**src/rtl/duck_gfx_pkg.sv**
```systemverilog
// Shared sprite-path constants and types for the duck blitter and the scan-out side.
package duck_gfx_pkg;

    typedef enum logic [1:0] {
        IDLE,
        RUN,
        DRAIN,
        DONE
    } blit_state_t;

    localparam int DUCK_SPR_W = 68;
    localparam int DUCK_SPR_H = 64;
    localparam int DUCK_FB_W  = 320;
    localparam int DUCK_FB_H  = 240;

    localparam logic [3:0] DUCK_TRANSPARENT_IDX = 4'h0;

    localparam int DUCK_PIX_W   = 4;
    localparam int DUCK_POS_W   = 10;
    localparam int DUCK_COORD_W = 11;
    localparam int DUCK_ROM_AW  = $clog2(DUCK_SPR_W * DUCK_SPR_H);
    localparam int DUCK_FB_AW   = $clog2(DUCK_FB_W * DUCK_FB_H);

endpackage

```
**src/rtl/duck_blit_addr.sv**
```systemverilog
// Combinational sprite-to-screen mapping: flip, offset, clip test and framebuffer address.
module duck_blit_addr
    import duck_gfx_pkg::*;
#(
    parameter int SPR_W = DUCK_SPR_W,
    parameter int SPR_H = DUCK_SPR_H,
    parameter int FB_W  = DUCK_FB_W,
    parameter int FB_H  = DUCK_FB_H
) (
    input  logic [DUCK_POS_W-1:0]          i_pos_x,
    input  logic [DUCK_POS_W-1:0]          i_pos_y,
    input  logic                           i_flip_h,
    input  logic [$clog2(SPR_W)-1:0]       i_sx,
    input  logic [$clog2(SPR_H)-1:0]       i_sy,
    output logic signed [DUCK_COORD_W-1:0] o_tx,
    output logic signed [DUCK_COORD_W-1:0] o_ty,
    output logic                           o_in_bounds,
    output logic [DUCK_FB_AW-1:0]          o_fb_addr
);

    localparam int SX_W = $clog2(SPR_W);
    localparam int SY_W = $clog2(SPR_H);
    localparam int CW   = DUCK_COORD_W;
    localparam int AW   = DUCK_FB_AW;

    localparam logic [CW-1:0] FB_W_C = CW'(FB_W);
    localparam logic [CW-1:0] FB_H_C = CW'(FB_H);
    localparam logic [AW-1:0] FB_W_A = AW'(FB_W);

    logic [SX_W-1:0] w_col;

    always_comb begin
        w_col = i_flip_h ? (SX_W'(SPR_W - 1) - i_sx) : i_sx;
        o_tx  = $signed({i_pos_x[DUCK_POS_W-1], i_pos_x})
              + $signed({{(CW - SX_W){1'b0}}, w_col});
        o_ty  = $signed({i_pos_y[DUCK_POS_W-1], i_pos_y})
              + $signed({{(CW - SY_W){1'b0}}, i_sy});
        // Sign bit rejects negative coordinates, so the upper bound compares unsigned.
        o_in_bounds = !o_tx[CW-1] && (unsigned'(o_tx) < FB_W_C)
                   && !o_ty[CW-1] && (unsigned'(o_ty) < FB_H_C);
        o_fb_addr = ({{(AW - CW){1'b0}}, o_ty} * FB_W_A) + {{(AW - CW){1'b0}}, o_tx};
    end

endmodule

```
**src/rtl/duck_sprite_blitter.sv**
```systemverilog
// Streams one sprite from the palette ROM into the framebuffer at one pixel per clock,
// skipping transparent and off-screen pixels.
module duck_sprite_blitter
    import duck_gfx_pkg::*;
#(
    parameter int         SPR_W           = DUCK_SPR_W,
    parameter int         SPR_H           = DUCK_SPR_H,
    parameter int         FB_W            = DUCK_FB_W,
    parameter int         FB_H            = DUCK_FB_H,
    parameter logic [3:0] TRANSPARENT_IDX = DUCK_TRANSPARENT_IDX
) (
    input  logic                   vga_clk,
    input  logic                   reset_n,
    input  logic                   start,
    input  logic [DUCK_POS_W-1:0]  pos_x,
    input  logic [DUCK_POS_W-1:0]  pos_y,
    input  logic                   flip_h,
    output logic [DUCK_ROM_AW-1:0] rom_address,
    input  logic [DUCK_PIX_W-1:0]  rom_q,
    output logic                   fb_we,
    output logic [DUCK_FB_AW-1:0]  fb_addr,
    output logic [DUCK_PIX_W-1:0]  fb_data,
    output logic                   busy,
    output logic                   done
);

    localparam int SX_W = $clog2(SPR_W);
    localparam int SY_W = $clog2(SPR_H);

    blit_state_t r_state;
    blit_state_t w_next;

    logic [SX_W-1:0]        r_sx;
    logic [SY_W-1:0]        r_sy;
    logic [DUCK_ROM_AW-1:0] r_addr;
    logic [DUCK_POS_W-1:0]  r_pos_x;
    logic [DUCK_POS_W-1:0]  r_pos_y;
    logic                   r_flip;
    logic                   r_drain;

    logic                   r_s1_valid;
    logic [SX_W-1:0]        r_s1_sx;
    logic [SY_W-1:0]        r_s1_sy;

    logic                          w_last_px;
    logic signed [DUCK_COORD_W-1:0] w_tx;
    logic signed [DUCK_COORD_W-1:0] w_ty;
    logic                          w_in_bounds;
    logic [DUCK_FB_AW-1:0]         w_fb_addr;
    logic                          w_unused_coords;

    assign w_last_px       = (r_sx == SX_W'(SPR_W - 1)) && (r_sy == SY_W'(SPR_H - 1));
    assign rom_address     = r_addr;
    assign w_unused_coords = ^{w_tx, w_ty};

    always_ff @(posedge vga_clk or negedge reset_n) begin
        if (!reset_n) begin
            r_state <= IDLE;
        end else begin
            r_state <= w_next;
        end
    end

    always_comb begin
        w_next = r_state;
        busy   = 1'b0;
        done   = 1'b0;
        case (r_state)
            IDLE:  if (start) w_next = RUN;
            RUN: begin
                busy = 1'b1;
                if (w_last_px) w_next = DRAIN;
            end
            DRAIN: begin
                busy = 1'b1;
                if (r_drain) w_next = DONE;
            end
            DONE: begin
                done   = 1'b1;
                w_next = IDLE;
            end
            default: w_next = IDLE;
        endcase
    end

    always_ff @(posedge vga_clk or negedge reset_n) begin
        if (!reset_n) begin
            r_sx    <= '0;
            r_sy    <= '0;
            r_addr  <= '0;
            r_pos_x <= '0;
            r_pos_y <= '0;
            r_flip  <= 1'b0;
            r_drain <= 1'b0;
        end else begin
            case (r_state)
                IDLE: begin
                    if (start) begin
                        r_pos_x <= pos_x;
                        r_pos_y <= pos_y;
                        r_flip  <= flip_h;
                        r_sx    <= '0;
                        r_sy    <= '0;
                        r_addr  <= '0;
                    end
                end
                RUN: begin
                    // Linear ROM address tracks sy*SPR_W+sx without a multiplier.
                    r_addr  <= r_addr + 1'b1;
                    r_drain <= 1'b0;
                    if (r_sx == SX_W'(SPR_W - 1)) begin
                        r_sx <= '0;
                        r_sy <= r_sy + 1'b1;
                    end else begin
                        r_sx <= r_sx + 1'b1;
                    end
                end
                DRAIN:   r_drain <= ~r_drain;
                default: ;
            endcase
        end
    end

    always_ff @(posedge vga_clk or negedge reset_n) begin
        if (!reset_n) begin
            r_s1_valid <= 1'b0;
            r_s1_sx    <= '0;
            r_s1_sy    <= '0;
            fb_we      <= 1'b0;
            fb_addr    <= '0;
            fb_data    <= '0;
        end else begin
            r_s1_valid <= (r_state == RUN);
            r_s1_sx    <= r_sx;
            r_s1_sy    <= r_sy;
            fb_we      <= r_s1_valid && (rom_q != TRANSPARENT_IDX) && w_in_bounds;
            fb_addr    <= w_fb_addr;
            fb_data    <= rom_q;
        end
    end

    duck_blit_addr #(
        .SPR_W (SPR_W),
        .SPR_H (SPR_H),
        .FB_W  (FB_W),
        .FB_H  (FB_H)
    ) u_addr (
        .i_pos_x     (r_pos_x),
        .i_pos_y     (r_pos_y),
        .i_flip_h    (r_flip),
        .i_sx        (r_s1_sx),
        .i_sy        (r_s1_sy),
        .o_tx        (w_tx),
        .o_ty        (w_ty),
        .o_in_bounds (w_in_bounds),
        .o_fb_addr   (w_fb_addr)
    );

endmodule
```
**config.mk**
```make
export PLATFORM = sky130hd
export DESIGN_NAME = duck_sprite_blitter
export DESIGN_NICKNAME = d
export VERILOG_FILES = /design/src/rtl/duck_gfx_pkg.sv /design/src/rtl/duck_blit_addr.sv /design/src/rtl/duck_sprite_blitter.sv
export SDC_FILE = /design/constraint.sdc
export NUM_CORES = 1
export LEC_CHECK = 0
export BUFFER_PORTS_ARGS = -buffer_cell sky130_fd_sc_hd__buf_2
export CAP_MARGIN = 40
export CORE_AREA = 2 2 97 99
export CTS_CLUSTER_DIAMETER = 80
export DETAILED_ROUTE_END_ITERATION = 7
export DIE_AREA = 0 0 99 101
export PLACE_DENSITY = 0.81
export SYNTH_ARGS = -nofsm -noshare
export SYNTH_HDL_FRONTEND = slang
export SYNTH_SLANG_ARGS = --single-unit
```
**constraint.sdc**
```tcl
create_clock -name vga_clk -period 8.2 [get_ports vga_clk]
set_clock_uncertainty 0.1 [all_clocks]
set_input_delay 0.41 -clock vga_clk [delete_from_list [all_inputs] [get_ports vga_clk]]
set_output_delay 0.41 -clock vga_clk [all_outputs]
set_load 0.005 [all_outputs]
```
==> flow_summary.yaml, run 1 <==
setup_path:
  cp-end-kind: "flop"
  cp.required_ps: 8330
  cpPeakStageDelay_ps: 440
  cp_common_cell: "nand2_1"
  crit_family: "simple AND/OR/NAND/NOR gates"
  critPathKind: "flop to flop"
  path_depth: 19
  slowest_stage: "or4_1"
  crit_fanout: 4
  r2r_cells: 19
  worstPathCellList: "inv_1 -> ha_1 -> nand2_1 -> o21ai_0 -> ha_1 -> nand2_1 -> o21ai_1 -> or4_1 -> a31oi_2 -> nor2_1 -> xor2_1 -> ha_1 -> nand2_1 -> o21ai_0 -> nand2_1 -> or3_1 -> nor3_2 -> xor2_1 -> xnor2_1"
  start_kind: "flop"
  crit_buf_inv: 1
  crit_arrival_ps: 4310
final_layout:
  drive_above_1_share_pct: 22.1
  syn2layout_area_growth_pct: 14.1
  final_common_cell: "dfrtp_1"
  fin_nets: 600
  regArea_um2: 2150
  nFillCells: 714
  final_cell_mix: "86 x dfrtp_1, 63 x buf_2, 38 x ha_1, 35 x nor2_1, 29 x o21ai_0"
  multi_input_area_um2: 2550
  antennaDiodeCount: 0
clock_tree:
  clock_latency_ps: 360
  cts_max_level: 3
  tritoncts: "yes"
  path_clk_slew_ps: 90
  root_buffer: "clkbuf_8"
  clockBufferDepth: 2
  cts.sinks: 86
  cts_made_buffers: 9
  cts_resized: 0
grt:
  grt_max_degree: 65
  grt-ovfl-total: 0
  grt-busiest-layer: "met2"
  grt_usage_pct: 19.7
  grt.met2_usage_pct: 35.2
  use_met1_pct: 24.2
  grt_antenna_before_repair: 0
  grt_pass1_vias: 3538
  grt_pass1_wl_um: 15900
  met3_usage_pct: 4.51
synthesis:
  synth_mux_area_share_pct: 5.98
  synthArstFlopShare_pct: 100
  ys_ff_latch: 86
  synth_top_family_by_area: "simple AND/OR/NAND/NOR gates"
  syn_inst: 461
  netlist_area_um2: 4830
  postSynthAreaPerCell_um2: 10.5
  synth_compound_area_share_pct: 11.5
  yosys.area_share.simple_pct: 15.0
  synth-seq-area-share_pct: 44.5
  synth-main-ff-cell: "dfrtp_1"
  synth_edf_count: 0
  synthAdderAreaFrac_pct: 11.5
  synthDistinctLibCells: 60
  synthesis.nets: 531
  synthXorXnorAreaFrac_pct: 8.70
  yosys_warnings: 0
outcome:
  status: "finished clean"
sta:
  post-route-period-util_pct: 51.0
  worstMarginPinSlew_ps: 772
  setup_tns_ps: 0
  fmax_mhz: 239
  slew_violations: 0
  slew_headroom_pct: 48.5
  rsz0062_at_grt: "false"
  setup_viol: 0
  min_period_ps: 4180
  fin_ws_ps: 4020
  hold_violations: 0
power_and_ir_drop:
  power.density_nw_per_um2: 141
  vdd_drop_max_uv: 88.7
  p_leak_nw: 2.75
floorplan:
  row_count: 35
  start_util_pct: 53.8
  die_area_um2: 10000
  die_h_um: 101
  ios: 65
  die_x_um: 99
  coreArea_um2: 8980
routing:
  routed_wl_um: 9320
  firstDrtPassIters: 4
  drt_iter0_markers: 92
  via_per_inst: 5.58
  wl_per_cell_um: 14.4
  vias: 3602
  ant_nets: 0
  post-route-drc-count: 0
place:
  gp_congestion: 0.869
  io_buffers: 64
  hpwl_um: 6940
  place_ws_ps: 4030
run:
  max_cap_viol_count: 0
min_path:
  hold_path.class: "input pin to flop"
  holdPathStages: 1
[kinds of logic after synthesis]
logic type,Yosys count
compound gates,90
xor+xnor,48
fa+ha+maj,42
buf+inv,35
flops,86
mux,26
simple gates,134
[synth_stat cells (2+ instances only)]
cell type	n	area share (%)
o21a_1	5	0.78
xor2_1	22	4.0
dfrtp_1	86	45
o21ai_0	29	3.0
fa_1	4	1.7
nand3_1	15	1.6
and3_1	6	0.78
nand2b_1	8	1.0
a21oi_1	23	2.4
a31oi_1	3	0.39
mux2_2	22	5.1
xnor2_1	26	4.7
a21oi_2	2	0.36
a21o_1	4	0.62
mux2i_1	3	0.62
nor2_1	35	2.7
a211oi_1	2	0.31
o21ai_1	3	0.31
ha_1	38	9.8
nor4_1	2	0.26
and2_1	2	0.26
nor3b_1	4	0.62
buf_1	2	0.16
nor3_1	4	0.41
nand4_1	7	0.91
o31ai_1	5	0.78
or3_1	5	0.65
inv_1	25	1.9
nand2_1	26	2.0
or2_2	2	0.26
nor2b_1	4	0.52
clkbuf_1	5	0.39
a32o_1	2	0.41
buf_2	3	0.31
nand3b_1	2	0.31
[cell type report]
| class | count | share of cell area [%] |
|---|---|---|
| multi-input cells | 340 | 46.2 |
| flip-flops and latches | 86 | 39.0 |
| repair buffers | 68 | 6.58 |
| clock buffers | 11 | 2.56 |
| well taps | 111 | 2.52 |
| inverters | 25 | 1.70 |
| clock inverters | 5 | 1.47 |
[where the power goes]
group,switching (mW),total (mW),internal (mW)
combinational,0.0117,0.0184,0.00672
sequential,0.000271,0.425,0.425
clock,0.153,0.334,0.181
total,0.165,0.777,0.612
[state kept, by name, summed over array words and instances (netlist names), 2 cells and up]
name	count
fb_addr	17
rom_address	13
r_pos_y	10
r_state	2
fb_data	4
r_s1_sy	6
r_pos_x	10
r_s1_sx	7
r_sy	6
r_sx	7
[what timing repair did]
action	CTS	global route
endpoints found under the hold margin	22	0
hold buffers	1	0
setup buffers	0	0
[layer usage]
metal  vias to the layer above  part of all wire, %
met5                         -                    0
met4                         0                  1.0
met3                         8                  4.0
met2                        74                   51
met1                      1771                   44
li1                       1749                    -
[path summary, 6_finish.rpt]
path	startpoint	end	slack, ps
worst max-delay path	r_s1_sx[2]	fb_addr[16]	4020
worst min-delay path	rom_q[3]	fb_data[3]	70
worst max register to register	r_s1_sx[2]	fb_addr[16]	4020
worst min register to register	r_sx[1]	r_s1_sx[1]	340
max in group asynchronous	reset_n	r_s1_sx[3]	6520
min in group asynchronous	reset_n	r_pos_x[2]	400
[worst register-to-register path, delay by kind of cell (launching register included)]
kind / cells / cell delay [ps]
AND/OR/NAND/NOR: 8 / 1490
adder cells (fa/ha/maj): 3 / 990
AO/OA/AOI/OAI: 4 / 580
XOR/XNOR: 3 / 460
flip-flops: 1 / 380
buffers and inverters: 1 / 50
[through the flow]
stage	instance area (um^2)	utilization (%)	total power [mW]	instances	hold WS [ps]
6_report	5520	61.4	0.777	646	73.3
5_1_grt	5520	61.4	0.807	646	57.3
4_1_cts	5520	61.4	0.788	646	64.7
3_5_place_dp	5280	58.9	0.453	629	232
3_3_place_gp	5260	58.6	0.452	627	226
2_1_floorplan	4830	-	0.435	461	14.4
Power figures use the tool's default switching activity.
==> run 2, diff against run 1 <==
clock period = 4.3 ns   (was 8.2 ns; I/O delays follow)
==> run 2 against run 1 <==
Against the previous run:
- sequential share of layout area decreased by 1.8 points
- first-iteration DRC count increased by 38%
- wire length increased by 6.9%
- count of clock-buffer cells in the layout decreased by 1
- via count increased by 4.0%
- setup slack got worse by 3900 ps
- power increased by 87%
- register-to-register slack got worse by 3900 ps
- critical path depth unchanged
- sequential power increased by 91%
- global-route usage increased by 0.87 points
- cell count increased by 3.7%
- critical endpoint unchanged
- largest power group unchanged
- highest routed layer unchanged
==> flow_summary.yaml, run 2 (synthesis gave the netlist of run 1 again) <==
sta:
  slew_headroom_pct: 48.2
  setup_viol: 0
  slew_violations: 0
  worstMarginPinSlew_ps: 778
  fmax_mhz: 240
  hold_violations: 0
  post-route-period-util_pct: 96.9
  fin_ws_ps: 134
  min_period_ps: 4170
power_and_ir_drop:
  power.density_nw_per_um2: 251
  p_seq_share_pct: 55.7
  p_leak_nw: 2.86
  vdd_drop_max_uv: 223
  pwr-share-clk_pct: 40.7
  internal-power_mw: 1.12
  combPwrFrac_pct: 3.5
  p_sw_mw: 0.331
  swShare_pct: 22.8
floorplan:
  coreArea_um2: 8980
  ios: 65
  die_area_um2: 10000
  row_count: 35
  die_h_um: 101
  start_util_pct: 53.8
  die_x_um: 99
min_path:
  hold_path.class: "input pin to flop"
setup_path:
  slowest_stage: "or4_4"
  start_kind: "flop"
  crit_fanout: 4
  cp-end-kind: "flop"
  worstPathCellList: "inv_1 -> ha_1 -> nand2_1 -> o21ai_0 -> ha_1 -> nand2_1 -> o21ai_1 -> or4_4 -> a31oi_4 -> nor2_1 -> xor2_1 -> ha_1 -> nand2_1 -> o21ai_1 -> nand2_1 -> or3_4 -> nor3_4 -> xor2_1 -> xnor2_1"
  cpPeakStageDelay_ps: 450
  cp.required_ps: 4430
  cp_common_cell: "nand2_1"
  critPathKind: "flop to flop"
  crit_arrival_ps: 4300
grt:
  grt_antenna_before_repair: 0
  grt-ovfl-total: 0
  grt_pass1_wl_um: 16500
  grt_pass1_vias: 3660
  grt_max_degree: 65
  grt_usage_pct: 20.6
place:
  gp_congestion: 0.873
  post-place-cells: 629
  place_ws_ps: 125
  io_buffers: 64
  hpwl_um: 6800
run:
  max_cap_viol_count: 0
final_layout:
  multi_input_area_um2: 2610
  final_common_cell: "dfrtp_1"
  fin_nets: 624
  final_util_pct: 64.5
  final_cell_mix: "86 x dfrtp_1, 63 x buf_2, 37 x ha_1, 35 x nor2_1, 28 x o21ai_0"
  nFillCells: 687
  antennaDiodeCount: 0
  fin_cells: 670
  top_register: "fb_addr"
  drive_above_1_share_pct: 23.1
  syn2layout_area_growth_pct: 19.8
  largest_reg_flops: 17
  regArea_um2: 2150
clock_tree:
  tritoncts: "yes"
  path_clk_slew_ps: 90
  root_buffer: "clkbuf_8"
  cts.sinks: 86
  cts_made_buffers: 9
  cts_max_level: 3
  clock_latency_ps: 360
  clockBufferDepth: 2
routing:
  vias: 3746
  wl_per_cell_um: 14.9
  post-route-drc-count: 0
  drt_iter0_markers: 127
  routed_wl_um: 9960
  via_per_inst: 5.59
  firstDrtPassIters: 4
  ant_nets: 0
outcome:
  status: "finished clean"
-- run 2: final timing paths --
kind | end | slack, ps | cells past startpoint | start
max reg2reg | fb_addr[16] | 130 | 19 | r_s1_sx[2]
max in group asynchronous | r_pos_y[0] | 2830 | 3 | reset_n
min | r_pos_y[1] | 10 | 2 | pos_y[1]
min reg2reg | r_s1_sy[5] | 350 | 0 | r_sy[5]
min in group asynchronous | r_pos_x[4] | 180 | 2 | reset_n
max | fb_addr[16] | 130 | 19 | r_s1_sx[2]
-- run 2: power groups by stage --
stage / sequential, mW / clock [mW] / combinational (mW)
final: 0.811 / 0.592 / 0.0515
after detailed placement: 0.827 / 0 / 0.0366
after global routing: 0.811 / 0.645 / 0.0584
after global placement: 0.827 / 0 / 0.0354
after floorplan: 0.827 / 0 / 0.00215
after CTS: 0.811 / 0.604 / 0.0516
-- run 2: through the flow --
stage	power, mW	setup TNS [ps]	hold slack [ps]	instance area (um^2)
6_report	1.45	0	11.0	5790
5_1_grt	1.51	-109	0.0732	5790
4_1_cts	1.47	0	3.30	5700
3_5_place_dp	0.863	0	39.5	5280
3_3_place_gp	0.862	0	30.6	5280
2_1_floorplan	0.829	0	-181	4830
-- run 2: area by class of cell --
type                       instances  area share [%]
clock buffer                      10            2.38
inverter                          25            1.62
tap                              111            2.40
sequential                        86            37.2
timing repair buffer              92            10.2
multi-input combinational        340            45.0
clock inverter                     6            1.19
-- run 2: critical path, delay by kind of cell, from the launching register on --
family	cells	cell delay (ps)
AOI/OAI and AO/OA	4	570
and+or+nand+nor	8	1480
adders and majority gates	3	1010
DFF	1	370
xor gates and xnor gates	3	460
buffers and inverters	1	50
-- run 2: routing by layer --
| layer | vias to the layer above | share of wire [%] | wire (um) | GRT usage (%) |
|---|---|---|---|---|
| li1 | 1801 | - | - | - |
| met1 | 1824 | 43 | 4250 | 25.2 |
| met2 | 101 | 51 | 5080 | 35.4 |
| met3 | 20 | 4.1 | 409 | 4.44 |
| met4 | 0 | 2.2 | 218 | 8.43 |
| met5 | - | 0 | 0 | 0 |
-- run 2: timing repair --
action,4_1_cts,5_1_grt
resized for setup,0,11
setup buffers,0,2
hold endpoints to repair,43,1
hold buffers,22,1
endpoints found under the setup margin,0,2
